## src/rtl/uart_pkg.sv

```systemverilog
// Shared UART definitions: default bit period, bus status layout, receiver FSM encoding.
package uart_pkg;

  // 6 MHz bus clock / 625 = 9600 baud; shared with uart_tx
  localparam int PRESCALER_DEFAULT = 625;

  // Bus read word layout
  localparam int DATA_LSB  = 0;
  localparam int DATA_MSB  = 7;
  localparam int VALID_BIT = 8;
  localparam int FERR_BIT  = 9;
  localparam int OVR_BIT   = 10;

  typedef enum logic [2:0] {
    IDLE  = 3'd0,
    START = 3'd1,
    DATA  = 3'd2,
    STOP  = 3'd3,
    BREAK = 3'd4
  } rxState_t;

endpackage

```

## src/rtl/uart_sync.sv

```systemverilog
// Two-flop synchroniser for an asynchronous pin; reset value selects the pin's idle level.
module uart_sync #(
  parameter logic RESET_VAL = 1'b1
) (
  input  logic BusClk,
  input  logic BusRst,
  input  logic AsyncIn,
  output logic SyncOut
);

  logic meta_p0;
  logic sync_p1;

  // Two back-to-back flops; the first may go metastable, the second gives a settled level
  always_ff @(posedge BusClk) begin
    if (BusRst) begin
      meta_p0 <= RESET_VAL;
      sync_p1 <= RESET_VAL;
    end else begin
      meta_p0 <= AsyncIn;
      sync_p1 <= meta_p0;
    end
  end

  assign SyncOut = sync_p1;

endmodule

```

## src/rtl/uart_rx.sv

```systemverilog
// UART receiver: deserialises 8N1 frames into a one-byte holding register with status flags.
module uart_rx
  import uart_pkg::*;
#(
  parameter int PRESCALER = PRESCALER_DEFAULT,
  parameter int HALF      = PRESCALER / 2
) (
  input  logic        BusClk,
  input  logic        BusRst,
  input  logic        BusRd,
  output logic [31:0] BusData,
  input  logic        PhyIn
);

  localparam logic [11:0] HALF_LAST = 12'(HALF - 1);
  localparam logic [11:0] BIT_LAST  = 12'(PRESCALER - 1);

  logic       rx;
  rxState_t   state, stateNext;
  logic [11:0] pCnt, pCntNext;
  logic [2:0] bitCnt, bitCntNext;
  logic [7:0] shiftReg;
  logic       shiftEn;
  logic       byteDone;
  logic       ferrEvent;
  logic [7:0] dataReg;
  logic       valid;
  logic       ferr;
  logic       ovr;

  uart_sync #(.RESET_VAL(1'b1)) uSync (
    .BusClk  (BusClk),
    .BusRst  (BusRst),
    .AsyncIn (PhyIn),
    .SyncOut (rx)
  );

  // FSM state and bit-timing counters
  always_ff @(posedge BusClk) begin
    if (BusRst) begin
      state  <= IDLE;
      pCnt   <= '0;
      bitCnt <= '0;
    end else begin
      state  <= stateNext;
      pCnt   <= pCntNext;
      bitCnt <= bitCntNext;
    end
  end

  // Next state, counter updates and sample-point strobes; samples land at mid-bit
  always_comb begin
    stateNext  = state;
    pCntNext   = pCnt;
    bitCntNext = bitCnt;
    shiftEn    = 1'b0;
    byteDone   = 1'b0;
    ferrEvent  = 1'b0;
    case (state)
      IDLE: begin
        pCntNext = '0;
        if (!rx) stateNext = START;
      end
      START: begin
        if (pCnt == HALF_LAST) begin
          pCntNext   = '0;
          bitCntNext = '0;
          // A start bit that is high again at mid-bit was a glitch
          stateNext  = rx ? IDLE : DATA;
        end else begin
          pCntNext = pCnt + 12'd1;
        end
      end
      DATA: begin
        if (pCnt == BIT_LAST) begin
          pCntNext   = '0;
          shiftEn    = 1'b1;
          bitCntNext = bitCnt + 3'd1;
          if (bitCnt == 3'd7) stateNext = STOP;
        end else begin
          pCntNext = pCnt + 12'd1;
        end
      end
      STOP: begin
        if (pCnt == BIT_LAST) begin
          pCntNext = '0;
          if (rx) begin
            byteDone  = 1'b1;
            stateNext = IDLE;
          end else begin
            ferrEvent = 1'b1;
            stateNext = BREAK;
          end
        end else begin
          pCntNext = pCnt + 12'd1;
        end
      end
      BREAK: begin
        // Hold here while the line stays low so a break reports one error only
        pCntNext = '0;
        if (rx) stateNext = IDLE;
      end
      default: stateNext = IDLE;
    endcase
  end

  // LSB-first shift: each sample enters at bit 7 and moves right
  always_ff @(posedge BusClk) begin
    if (shiftEn) shiftReg <= {rx, shiftReg[7:1]};
  end

  // Holding register and status flags; a new event takes priority over a read
  always_ff @(posedge BusClk) begin
    if (BusRst) begin
      dataReg <= '0;
      valid   <= 1'b0;
      ferr    <= 1'b0;
      ovr     <= 1'b0;
    end else begin
      if (byteDone) begin
        dataReg <= shiftReg;
        valid   <= 1'b1;
        ovr     <= BusRd ? 1'b0 : (ovr | valid);
      end else if (BusRd) begin
        valid <= 1'b0;
        ovr   <= 1'b0;
      end
      if (ferrEvent) ferr <= 1'b1;
      else if (BusRd) ferr <= 1'b0;
    end
  end

  // Read word built only from flops, so no input reaches BusData combinationally
  always_comb begin
    BusData                    = '0;
    BusData[DATA_MSB:DATA_LSB] = dataReg;
    BusData[VALID_BIT]         = valid;
    BusData[FERR_BIT]          = ferr;
    BusData[OVR_BIT]           = ovr;
  end

endmodule

```

## config.mk

```make
export PLATFORM = sky130hd
export DESIGN_NAME = uart_rx
export DESIGN_NICKNAME = d
export VERILOG_FILES = /design/src/rtl/uart_pkg.sv /design/src/rtl/uart_sync.sv /design/src/rtl/uart_rx.sv
export SDC_FILE = /design/constraint.sdc
export NUM_CORES = 1
export LEC_CHECK = 0
export BUFFER_PORTS_ARGS = -buffer_cell sky130_fd_sc_hd__buf_2
export CAP_MARGIN = 40
export CORE_MARGIN = 1
export CORE_UTILIZATION = 50
export DETAILED_ROUTE_END_ITERATION = 7
export GPL_TIMING_DRIVEN = 0
export PLACE_DENSITY_LB_ADDON = 0.3
export SYNTH_ARGS = -nofsm -noshare
export SYNTH_HDL_FRONTEND = slang
export SYNTH_HIERARCHICAL = 1
export SYNTH_SLANG_ARGS = --single-unit
```

## constraint.sdc

```tcl
create_clock -name BusClk -period 1.84 [get_ports BusClk]
set_clock_uncertainty 0.1 [all_clocks]
set_input_delay 0 -clock BusClk [delete_from_list [all_inputs] [get_ports BusClk]]
set_output_delay 0 -clock BusClk [all_outputs]
set_load 0.02 [all_outputs]
```

# ---- Word level (Yosys, flattened, before mapping)
# Cells that the tools add are included.
dict set report word_totals {
  ff_bits 39
  in_bits 4
}
dict set report op_classes {
  n_bitwise 1
  n_addsub 2
  n_reduce_logical 9
  eq_ne 13
  muxes 28
}
# op count
set ops {}
lappend ops {{one-hot mux 12 bit (3 select lines)} 1}
lappend ops {{two-way mux 3 bit} 9}
lappend ops {{two-way mux 12 bit} 2}
lappend ops {{one-hot mux 3 bit (5 select lines)} 1}
lappend ops {{two-way mux 1 bit} 13}
lappend ops {{adder 12 x 1 -> 12 bit, second input constant} 1}
lappend ops {{== test 12 x 10 -> 1 bit, second input constant} 1}
lappend ops {{== test 12 x 9 -> 1 bit, second input constant} 1}
lappend ops {{!= test 2 bit, second input constant} 5}
lappend ops {{== test 3 x 2 -> 1 bit, second input constant} 2}
lappend ops {{== test 3 bit, second input constant} 2}
lappend ops {{one-hot mux 3 bit (2 select lines)} 1}
lappend ops {{AND reduction 6 bit} 1}
lappend ops {{nonzero test 2 bit} 3}
lappend ops {{OR reduction 2 bit} 2}
lappend ops {{adder 3 x 1 -> 3 bit, second input constant} 1}
lappend ops {{== test 3 x 1 -> 1 bit, second input constant} 1}
lappend ops {{zero test 3 bit} 1}
lappend ops {{AND reduction 3 bit} 1}
lappend ops {{nonzero test 3 bit} 1}
lappend ops {{two-way mux 2 bit} 1}
lappend ops {{!= test 2 x 1 -> 1 bit, second input constant} 1}
lappend ops {{OR 1 bit} 1}

# ---- Longest topological paths before layout
# Gate-level depths: netlist of the first run.
dict set report depth {
  ltp_word 4
  depth_mapped 7
}

# ---- Cells and area by module
# Netlist of the first run, hierarchy kept.
# module n_inst seq_area_each_um2 cells_each area_per_inst_um2
set by_module_without_submodules {}
lappend by_module_without_submodules {uart_rx 1 820.8 201 1903.1}
lappend by_module_without_submodules {uart_sync 1 40.0 4 52.6}

# ---- Worst setup path after synthesis of the first run
# No wires, ideal clock.
dict set report synth_path {
  path_kind {register -> register}
  start {register pCnt[6]}
  end {register shiftReg[0] (enable)}
  setup_slack_ns 0.142
  synth_period_minus_slack_ns 1.698
  t_arrival_ns 1.228
  path_stages_with_launch 5
  required_time_ns 1.370
  path_cell_list {dfxtp_1 -> clkbuf_2 -> and4bb_4 -> nand4_1 -> nor2_1}
}
dict set report synth_between {
  elab_chain_len 3
}
# element line
set synth_rtl {}
lappend synth_rtl {{from (decl)} uart_rx.sv:20} ;# logic [11:0] pCnt, pCntNext;
lappend synth_rtl {{from (signal assigned)} uart_rx.sv:46} ;# pCnt <= pCntNext;
lappend synth_rtl {{== test 12 x 10 -> 1 bit} uart_rx.sv:75} ;# if (pCnt == BIT_LAST) begin
lappend synth_rtl {{two-way mux 1 bit} uart_rx.sv:75}
lappend synth_rtl {{two-way mux 1 bit} uart_rx.sv:59} ;# case (state)
lappend synth_rtl {{named net shiftEn} uart_rx.sv:23} ;# logic shiftEn;
lappend synth_rtl {{to (signal assigned)} uart_rx.sv:109} ;# if (shiftEn) shiftReg <= {rx, shiftReg[7:1]};
lappend synth_rtl {{to (decl)} uart_rx.sv:22} ;# logic [7:0] shiftReg;
# The timed path passes the listed nets, and every way through them passes these cells.
# A chain may end at the register's enable or synchronous reset.

# ---- Worst setup path after layout of the first run
dict set report layout_path {
  start {register pCnt[3]}
  end {register dataReg[6]}
}
dict set report layout_between {
  elab_chain_len 3
}
# element line
set layout_rtl {}
lappend layout_rtl {{== test 12 x 10 -> 1 bit} uart_rx.sv:85} ;# if (pCnt == BIT_LAST) begin
lappend layout_rtl {{two-way mux 1 bit} uart_rx.sv:85}
lappend layout_rtl {{two-way mux 1 bit} uart_rx.sv:59}
lappend layout_rtl {{to (signal assigned)} uart_rx.sv:121} ;# dataReg <= shiftReg;
lappend layout_rtl {{to (decl)} uart_rx.sv:26} ;# logic [7:0] dataReg;
# Every way passes these cells.

==> metrics.yaml, run 1 <==
status: "completed"
clkTransAtPathRegs_ps: 80
die_width_um: 64.5
first_pass_iters: 4
numCtsBuffers: 5
fin_ws_ps: 5.94
crit_path_top_delay_cell: "dfxtp_4"
clkSinkCount: 39
crit_chain: "nor4_4, and3_4, and4_4, buf_12, mux2i_2, nor2_1"
final_area_um2: 2350
async_flop_share_pct: 0
max_cap_violations: 0
cp_slowest_stage_delay_ps: 360
cp-end-kind: "flop"
hp-class: "reg -> reg"
ys.flop_type: "dfxtp_1"
root_buffer: "clkbuf_8"
p_leak_nw: 0.941
avgSynthCellArea_um2: 9.54
initial_core_util_pct: 52.6
core_um2: 3720
critPathTopFamily: "simple AND/OR/NAND/NOR gates"
crit_arrival_ps: 1900
dp_hpwl_um: 2340
synth_edf_count: 8
gp_congestion: 0.860
cp.required_ps: 1900
grt_max_degree: 14
dieHeight_um: 64.5
ys_warn_count: 6
rows: 22
cts_tree: "built"
cellPowerDensity_nw_per_um2: 662
fmax_ghz: 0.545
cts_buffer_depth: 2
busiest_layer: "met2"
place_ws_ps: -150
globalRouteOverflowTotal: 0
track_usage_pct: 17.5
ys_seq_elements: 39
fin_nets: 259
path_class: "reg -> reg"
grt_pass1_vias: 1310
via_per_inst: 4.89
diodes: 0
total_power_w: 0.00155
synthesis.instances: 205
io_pins: 36
grt_util_met2_pct: 28.7
critPathMaxFanout: 9
vias: 1467
synth_area_um2: 1960
ys_seq_area_share_pct: 44.0
grt_first_pass_wirelength_um: 5620
drtIter0Drc: 52
met1_usage_pct: 21.8
drive_gt1_share_pct: 29.0
n_fill_cell: 330
use_met3_pct: 4.23
final_max_slew_viol_count: 0
drt_wl_total_um: 3350
synth.distinct_cells: 47
route.detailed.drc: 0
htreeDepth: 2
area_growth_pct: 20.2
rsz0062_at_grt: "yes"
layout_commonest_cell: "dfxtp_1"
placed_area_um2: 2160
cp-start-kind: "flop"
fin_crit_sh_pct: 99.7
ant_nets: 0
antenna_found_initial: 0
mostFrequentLayoutCells: "28 x dfxtp_1, 26 x buf_4, 24 x nor2_1, 21 x conb_1, 17 x buf_2"
period_needed_ps: 1830
setup-violations-final: 0
wire_per_inst_um: 11.2
finalHoldViolCount: 0
floorplan.die_area_um2: 4170
path_buf_inv: 1
vdd_drop_max_mv: 0.528
clkLatencyLatePin_ps: 290
port_buffers: 14
[kinds of logic after synthesis]
family | share of synthesized area (%)
compound gates | 7.93
xor+xnor | 3.58
fa+ha+maj | 2.56
buf+inv | 13.0
flops | 44.0
mux | 4.61
other cells | 0.192
simple gates | 24.1
[state kept, by name, indices dropped and copies added (netlist names)]
signal / flops
bitCnt: 3
dataReg: 8
ferr: 1
ovr: 1
pCnt: 12
shiftReg: 8
state: 3
uSync/SyncOut: 1
uSync/meta_p0: 1
valid: 1
[timing repair]
item,CTS,global route
setup endpoints to repair,16,31
pin swaps,1,3
endpoints found under the hold margin,5,0
hold buffers,4,0
setup buffers,0,2
resized for setup,1,15
[worst paths after layout]
| path | slack [ps] | start | to | depth (start not counted) |
|---|---|---|---|---|
| setup / recovery | 6 | pCnt[3] | dataReg[6] | 6 |
| hold / removal | 310 | uSync/meta_p0 | uSync/SyncOut | 1 |
| setup reg to reg | 6 | pCnt[3] | dataReg[6] | 6 |
| hold reg to reg | 310 | uSync/meta_p0 | uSync/SyncOut | 1 |
[where the power goes]
group	leakage, nW	switching, W	internal (W)
sequential	0.324	0.00000287	0.000870
clock	0.0402	0.000300	0.000263
combinational	0.577	0.0000694	0.0000484
total	0.941	0.000373	0.00118
[synth_stat cells, types with 2 or more instances]
library cell  instances  area (um2)
edfxtp_1              8         240
and2_1                2        12.5
or2_1                 2        12.5
nand2b_1              3        18.8
buf_4                24         180
xor2_1                2        17.5
and3_1                6        37.5
and3b_1               2        17.5
o21ai_0               3        15.0
clkbuf_1              2        7.51
nand4_1               5        31.3
nor2_1               25        93.8
mux2i_1               9        90.1
xnor2_1               6        52.6
ha_1                  4        50.1
dfxtp_1              31         621
nor4_1                2        12.5
o21a_1                2        15.0
nand3_1               8        40.0
buf_2                 3        15.0
a31oi_1               2        12.5
nor3_1                6        30.0
a21oi_1               9        45.0
nor4_2                2        25.0
nand2_1              10        37.5
inv_1                 6        22.5
[layer usage]
metal	wire, um	up-vias
met5	0	-
met3	163	5
met1	1550	656
met2	1600	46
met4	37	0
li1	-	760
[layout make-up]
| cell class | count | area, um2 | share of cell area (%) |
|---|---|---|---|
| inverter | 6 | 22.5 | 0.958 |
| timing repair buffer | 20 | 125 | 5.32 |
| buffer | 31 | 230 | 9.80 |
| multi-input combinational | 148 | 956 | 40.7 |
| clock buffer | 5 | 68.8 | 2.93 |
| clock inverter | 3 | 20.0 | 0.852 |
| tap | 48 | 60.1 | 2.56 |
| sequential | 39 | 867 | 36.9 |
[per-stage QoR]
step           hold WS [ps]  utilization, %  TNS, ps  std cells
3_3_place_gp           82.8            58.1     -726        287
3_5_place_dp           84.6            58.1    -1210        287
4_1_cts                 313            61.7        0        299
5_1_grt                 323            63.2     -496        300
6_report                310            63.2        0        300
2_1_floorplan         -30.3               -        0        225
Power figures use the tool's default switching activity.
==> inputs of run 2 (changes only) <==
- CORE_ASPECT_RATIO: default -> 1.75
- CORE_UTILIZATION: 50 -> 55
==> run 2 against run 1 <==
- the flow now finishes with violations (setup timing)
- total power about the same
- hold slack improved by 7.0 ps
- combinational power is essentially flat
- critical path depth is the same
- cell area rose by 1.9%
- largest power group unchanged
==> metrics.yaml, run 2 (same netlist as run 1, synthesis figures left out) <==
drt_wl_total_um: 3740
cp-end-kind: "flop"
critPathTopFamily: "simple AND/OR/NAND/NOR gates"
clkTransAtPathRegs_ps: 80
vdd_drop_max_mv: 0.672
stdcell_count: 301
switchingPower_w: 0.000371
floorplan.die_area_um2: 3810
dieHeight_um: 80.9
vias: 1529
cts_buffer_depth: 2
drtIter0Drc: 38
htreeDepth: 2
numCtsBuffers: 5
largest_reg_flops: 12
fin_nets: 263
first_pass_iters: 4
max_cap_violations: 0
seqPwrFrac_pct: 56.2
ant_nets: 0
path_class: "reg -> reg"
rows: 28
root_buffer: "clkbuf_8"
n_fill_cell: 272
period_needed_ps: 1900
crit_chain: "nor4_4, and3_4, and4_4, buf_12, mux2i_2, nor2_1"
place_inst: 284
cp-start-kind: "flop"
status: "finished, violations left"
grt_util_met2_pct: 37.4
via_per_inst: 5.08
grt_pass1_vias: 1418
hold_slack_ps: 317
die_width_um: 47.1
globalRouteOverflowTotal: 0
intPower_w: 0.00118
initial_core_util_pct: 57.5
cp_slowest_stage_delay_ps: 380
cp.required_ps: 1910
finalHoldViolCount: 0
io_pins: 36
combPwrFrac_pct: 7.8
gp_congestion: 0.817
seqCellArea_um2: 870
busiest_layer: "met2"
rsz0062_at_grt: "yes"
core_um2: 3400
layout_commonest_cell: "buf_4"
multi_input_area_um2: 965
grt_first_pass_wirelength_um: 5780
route.detailed.drc: 0
drive_gt1_share_pct: 30.9
fin_ws_ps: -55.5
clkLatencyLatePin_ps: 290
cts_tree: "built"
use_met3_pct: 6.00
clkPwrFrac_pct: 36.0
crit_arrival_ps: 1970
clkSinkCount: 39
crit_path_top_delay_cell: "nor4_4"
top_regs: "pCnt (12), dataReg (8), shiftReg (8)"
wire_per_inst_um: 12.4
regMostFlops: "pCnt"
violations: "setup timing"
diodes: 0
p_sw_share_pct: 23.9
area_growth_pct: 22.4
track_usage_pct: 21.3
grt_max_degree: 14
setup-violations-final: 4
critPathMaxFanout: 9
final_max_slew_viol_count: 0
hp-class: "reg -> reg"
port_buffers: 14
dp_hpwl_um: 2680
antenna_found_initial: 0
place_ws_ps: -146
fmax_ghz: 0.528
fin_crit_sh_pct: 103
cellPowerDensity_nw_per_um2: 650
met1_usage_pct: 20.3
p_leak_nw: 0.965
utilization_pct: 70.4
path_buf_inv: 1
mostFrequentLayoutCells: "31 x buf_4, 26 x dfxtp_1, 24 x nor2_1, 21 x conb_1, 16 x buf_2"
[run 2: per-layer routing]
metal / share of wire [%] / vias up / routed length, um
met2: 54 / 46 / 2020
li1: - / 774 / -
met1: 38 / 694 / 1430
met3: 3.7 / 15 / 137
met4: 4.1 / 0 / 155
met5: 0 / - / 0
[run 2: cell type report]
type                            instances  share of cell area [%]
Sequential cell                        39                    36.3
Multi-Input combinational cell        148                    40.3
Timing Repair Buffer                   24                    6.48
Inverter                                6                   0.941
Buffer                                 31                    9.88
Clock inverter                          3                   0.836
Clock buffer                            5                    2.88
Tap cell                               45                    2.35
[run 2: final timing paths]
check / start / end / slack [ps] / cells after the start
min: uSync/meta_p0 / uSync/SyncOut / 320 / 1
min reg2reg: uSync/meta_p0 / uSync/SyncOut / 320 / 1
max reg2reg: pCnt[7] / dataReg[2] / -60 / 6
max: pCnt[7] / dataReg[2] / -60 / 6
[run 2: power groups by stage]
stage	clock network, W	logic [W]	registers [W]
6_report	0.000560	0.000121	0.000874
5_1_grt	0.000619	0.000134	0.000874
4_1_cts	0.000575	0.000117	0.000875
3_5_place_dp	0	0.000111	0.000895
3_3_place_gp	0	0.000110	0.000895
2_1_floorplan	0	0.0000990	0.000894
[run 2: stage by stage]
| step | setup TNS [ps] | total power, W | cell area [um2] |
|---|---|---|---|
| final | -128 | 0.00155 | 2390 |
| after detailed placement | -1390 | 0.00101 | 2160 |
| after global routing | -643 | 0.00163 | 2390 |
| after floorplan | 0 | 0.000993 | 2030 |
| after global placement | -1140 | 0.00100 | 2160 |
| after CTS | 0 | 0.00157 | 2300 |
[run 2: worst reg2reg max path: cells and delay by family, from the launching register on]
family	cells	cell delay, ps
AND/OR/NAND/NOR	4	940
flip-flops	1	370
multiplexers	1	240
buffers and inverters	1	130
[run 2: repair_timing]
| action | 4_1_cts | 5_1_grt |
|---|---|---|
| setup buffers | 0 | 6 |
| endpoints found under the setup margin | 17 | 21 |
| pin swaps | 1 | 2 |
| hold buffers | 4 | 0 |
| resized for setup | 4 | 20 |
| hold endpoints to repair | 5 | 0 |
==> inputs of run 3 (changes only) <==
- CORE_UTILIZATION: 55 -> 35
- TNS_END_PERCENT: default -> 10
==> run 3 against run 2 <==
- the flow now finishes without violations
- hold slack got worse by 11 ps
- flip-flop and latch count unchanged
- routed wire length decreased by 4.5%
- critical path depth unchanged
- die area increased by 55%
- first-iteration DRC count decreased by 7.9%
- core utilization decreased by 26 points
- largest cell class unchanged
- largest power group unchanged
==> metrics.yaml, run 3 (same netlist as run 1, synthesis figures left out) <==
status: "completed"
largest_reg_flops: 12
total_power_w: 0.00154
gp_congestion: 0.835
core_um2: 5340
track_usage_pct: 13.2
fmax_ghz: 0.546
htreeDepth: 2
hp-class: "reg -> reg"
crit_arrival_ps: 1910
mostFrequentLayoutCells: "29 x dfxtp_1, 26 x buf_4, 24 x nor2_1, 21 x conb_1, 16 x buf_2"
p_leak_nw: 0.927
place_ws_ps: -125
drt_wl_total_um: 3570
root_buffer: "clkbuf_8"
cellPowerDensity_nw_per_um2: 652
top_regs: "pCnt (12), dataReg (8), shiftReg (8)"
area_growth_pct: 21.0
diodes: 0
clkLatencyLatePin_ps: 290
first_pass_iters: 4
finalHoldViolCount: 0
vdd_drop_max_mv: 0.326
via_per_inst: 4.49
ant_nets: 0
layout_commonest_cell: "dfxtp_1"
path_class: "reg -> reg"
setup-violations-final: 0
dieHeight_um: 101
worst-slew-pin-transition_ps: 515
n_fill_cell: 570
fin_ws_ps: 9.00
wire_per_inst_um: 11.0
regMostFlops: "pCnt"
fin_crit_sh_pct: 99.5
cts_tree: "built"
route.detailed.drc: 0
initial_core_util_pct: 36.6
max_cap_violations: 0
grt_pass1_vias: 1375
numCtsBuffers: 5
clkSinkCount: 39
rows: 35
globalRouteOverflowTotal: 0
floorplan.die_area_um2: 5900
grt_first_pass_wirelength_um: 5980
hold_slack_ps: 305
drive_gt1_share_pct: 27.2
grt_max_degree: 13
critPathMaxFanout: 10
cts_setup_buffers: 0
cp.required_ps: 1920
vias: 1454
period_needed_ps: 1830
die_width_um: 58.5
clkTransAtPathRegs_ps: 70
stdcell_count: 324
final_max_slew_viol_count: 0
port_buffers: 14
place_inst: 313
io_pins: 36
cp-start-kind: "flop"
antenna_found_initial: 0
cp-end-kind: "flop"
cts_buffer_depth: 2
utilization_pct: 44.3
fin_nets: 257
dp_hpwl_um: 2690
drtIter0Drc: 35
slew_headroom_pct: 65.7
rsz0062_at_grt: "yes"
run 3: path summary, 6_finish.rpt:
check / from / end / slack (ps) / cells past startpoint
hold / removal: uSync/meta_p0 / uSync/SyncOut / 310 / 1
hold reg to reg: uSync/meta_p0 / uSync/SyncOut / 310 / 1
setup / recovery: state[0] / pCnt[11] / 9 / 6
setup reg to reg: state[0] / pCnt[11] / 9 / 6
run 3: per-stage QoR:
| stage | area (um2) | setup TNS, ps |
|---|---|---|
| floorplan | 2030 | 0 |
| global placement | 2190 | -1070 |
| detailed placement | 2190 | -1050 |
| CTS | 2330 | -1.80 |
| global route | 2370 | -452 |
| finish | 2370 | 0 |
run 3: what timing repair did:
action	4_1_cts	5_1_grt
gates resized for setup	2	16
pin swaps	1	1
setup endpoints to repair	15	34
endpoints found under the hold margin	5	0
gates cloned	0	0
hold buffers	4	0
run 3: worst max-delay path: stages (launching register included):
cell	delay (ps)
dfxtp_1	300
buf_2	160
o21a_2	290
nor4_4	330
nand2_1	160
o21a_1	190
o21ba_2	200
run 3: layout make-up:
cell class | instances | area, um2 | area share [%]
multi-input combinational | 148 | 961 | 40.6
sequential | 39 | 863 | 36.5
buffer | 31 | 233 | 9.83
timing repair buffer | 18 | 110 | 4.65
tap | 74 | 92.6 | 3.91
clock buffer | 6 | 72.6 | 3.07
inverter | 6 | 22.5 | 0.951
clock inverter | 2 | 12.5 | 0.529
run 3: layer usage:
metal	up-vias	part of all wire, %	global-route usage [%]	wire, um
li1	759	-	-	-
met1	659	40	13.2	1430
met2	28	54	24.0	1930
met3	8	3.0	3.21	109
met4	0	2.9	7.69	102
met5	-	0	0	0
run 3: where the power goes:
part	switching, W	total, W	internal (W)
clock network	0.000284	0.000549	0.000264
logic	0.0000706	0.000120	0.0000492
registers	0.00000296	0.000875	0.000872
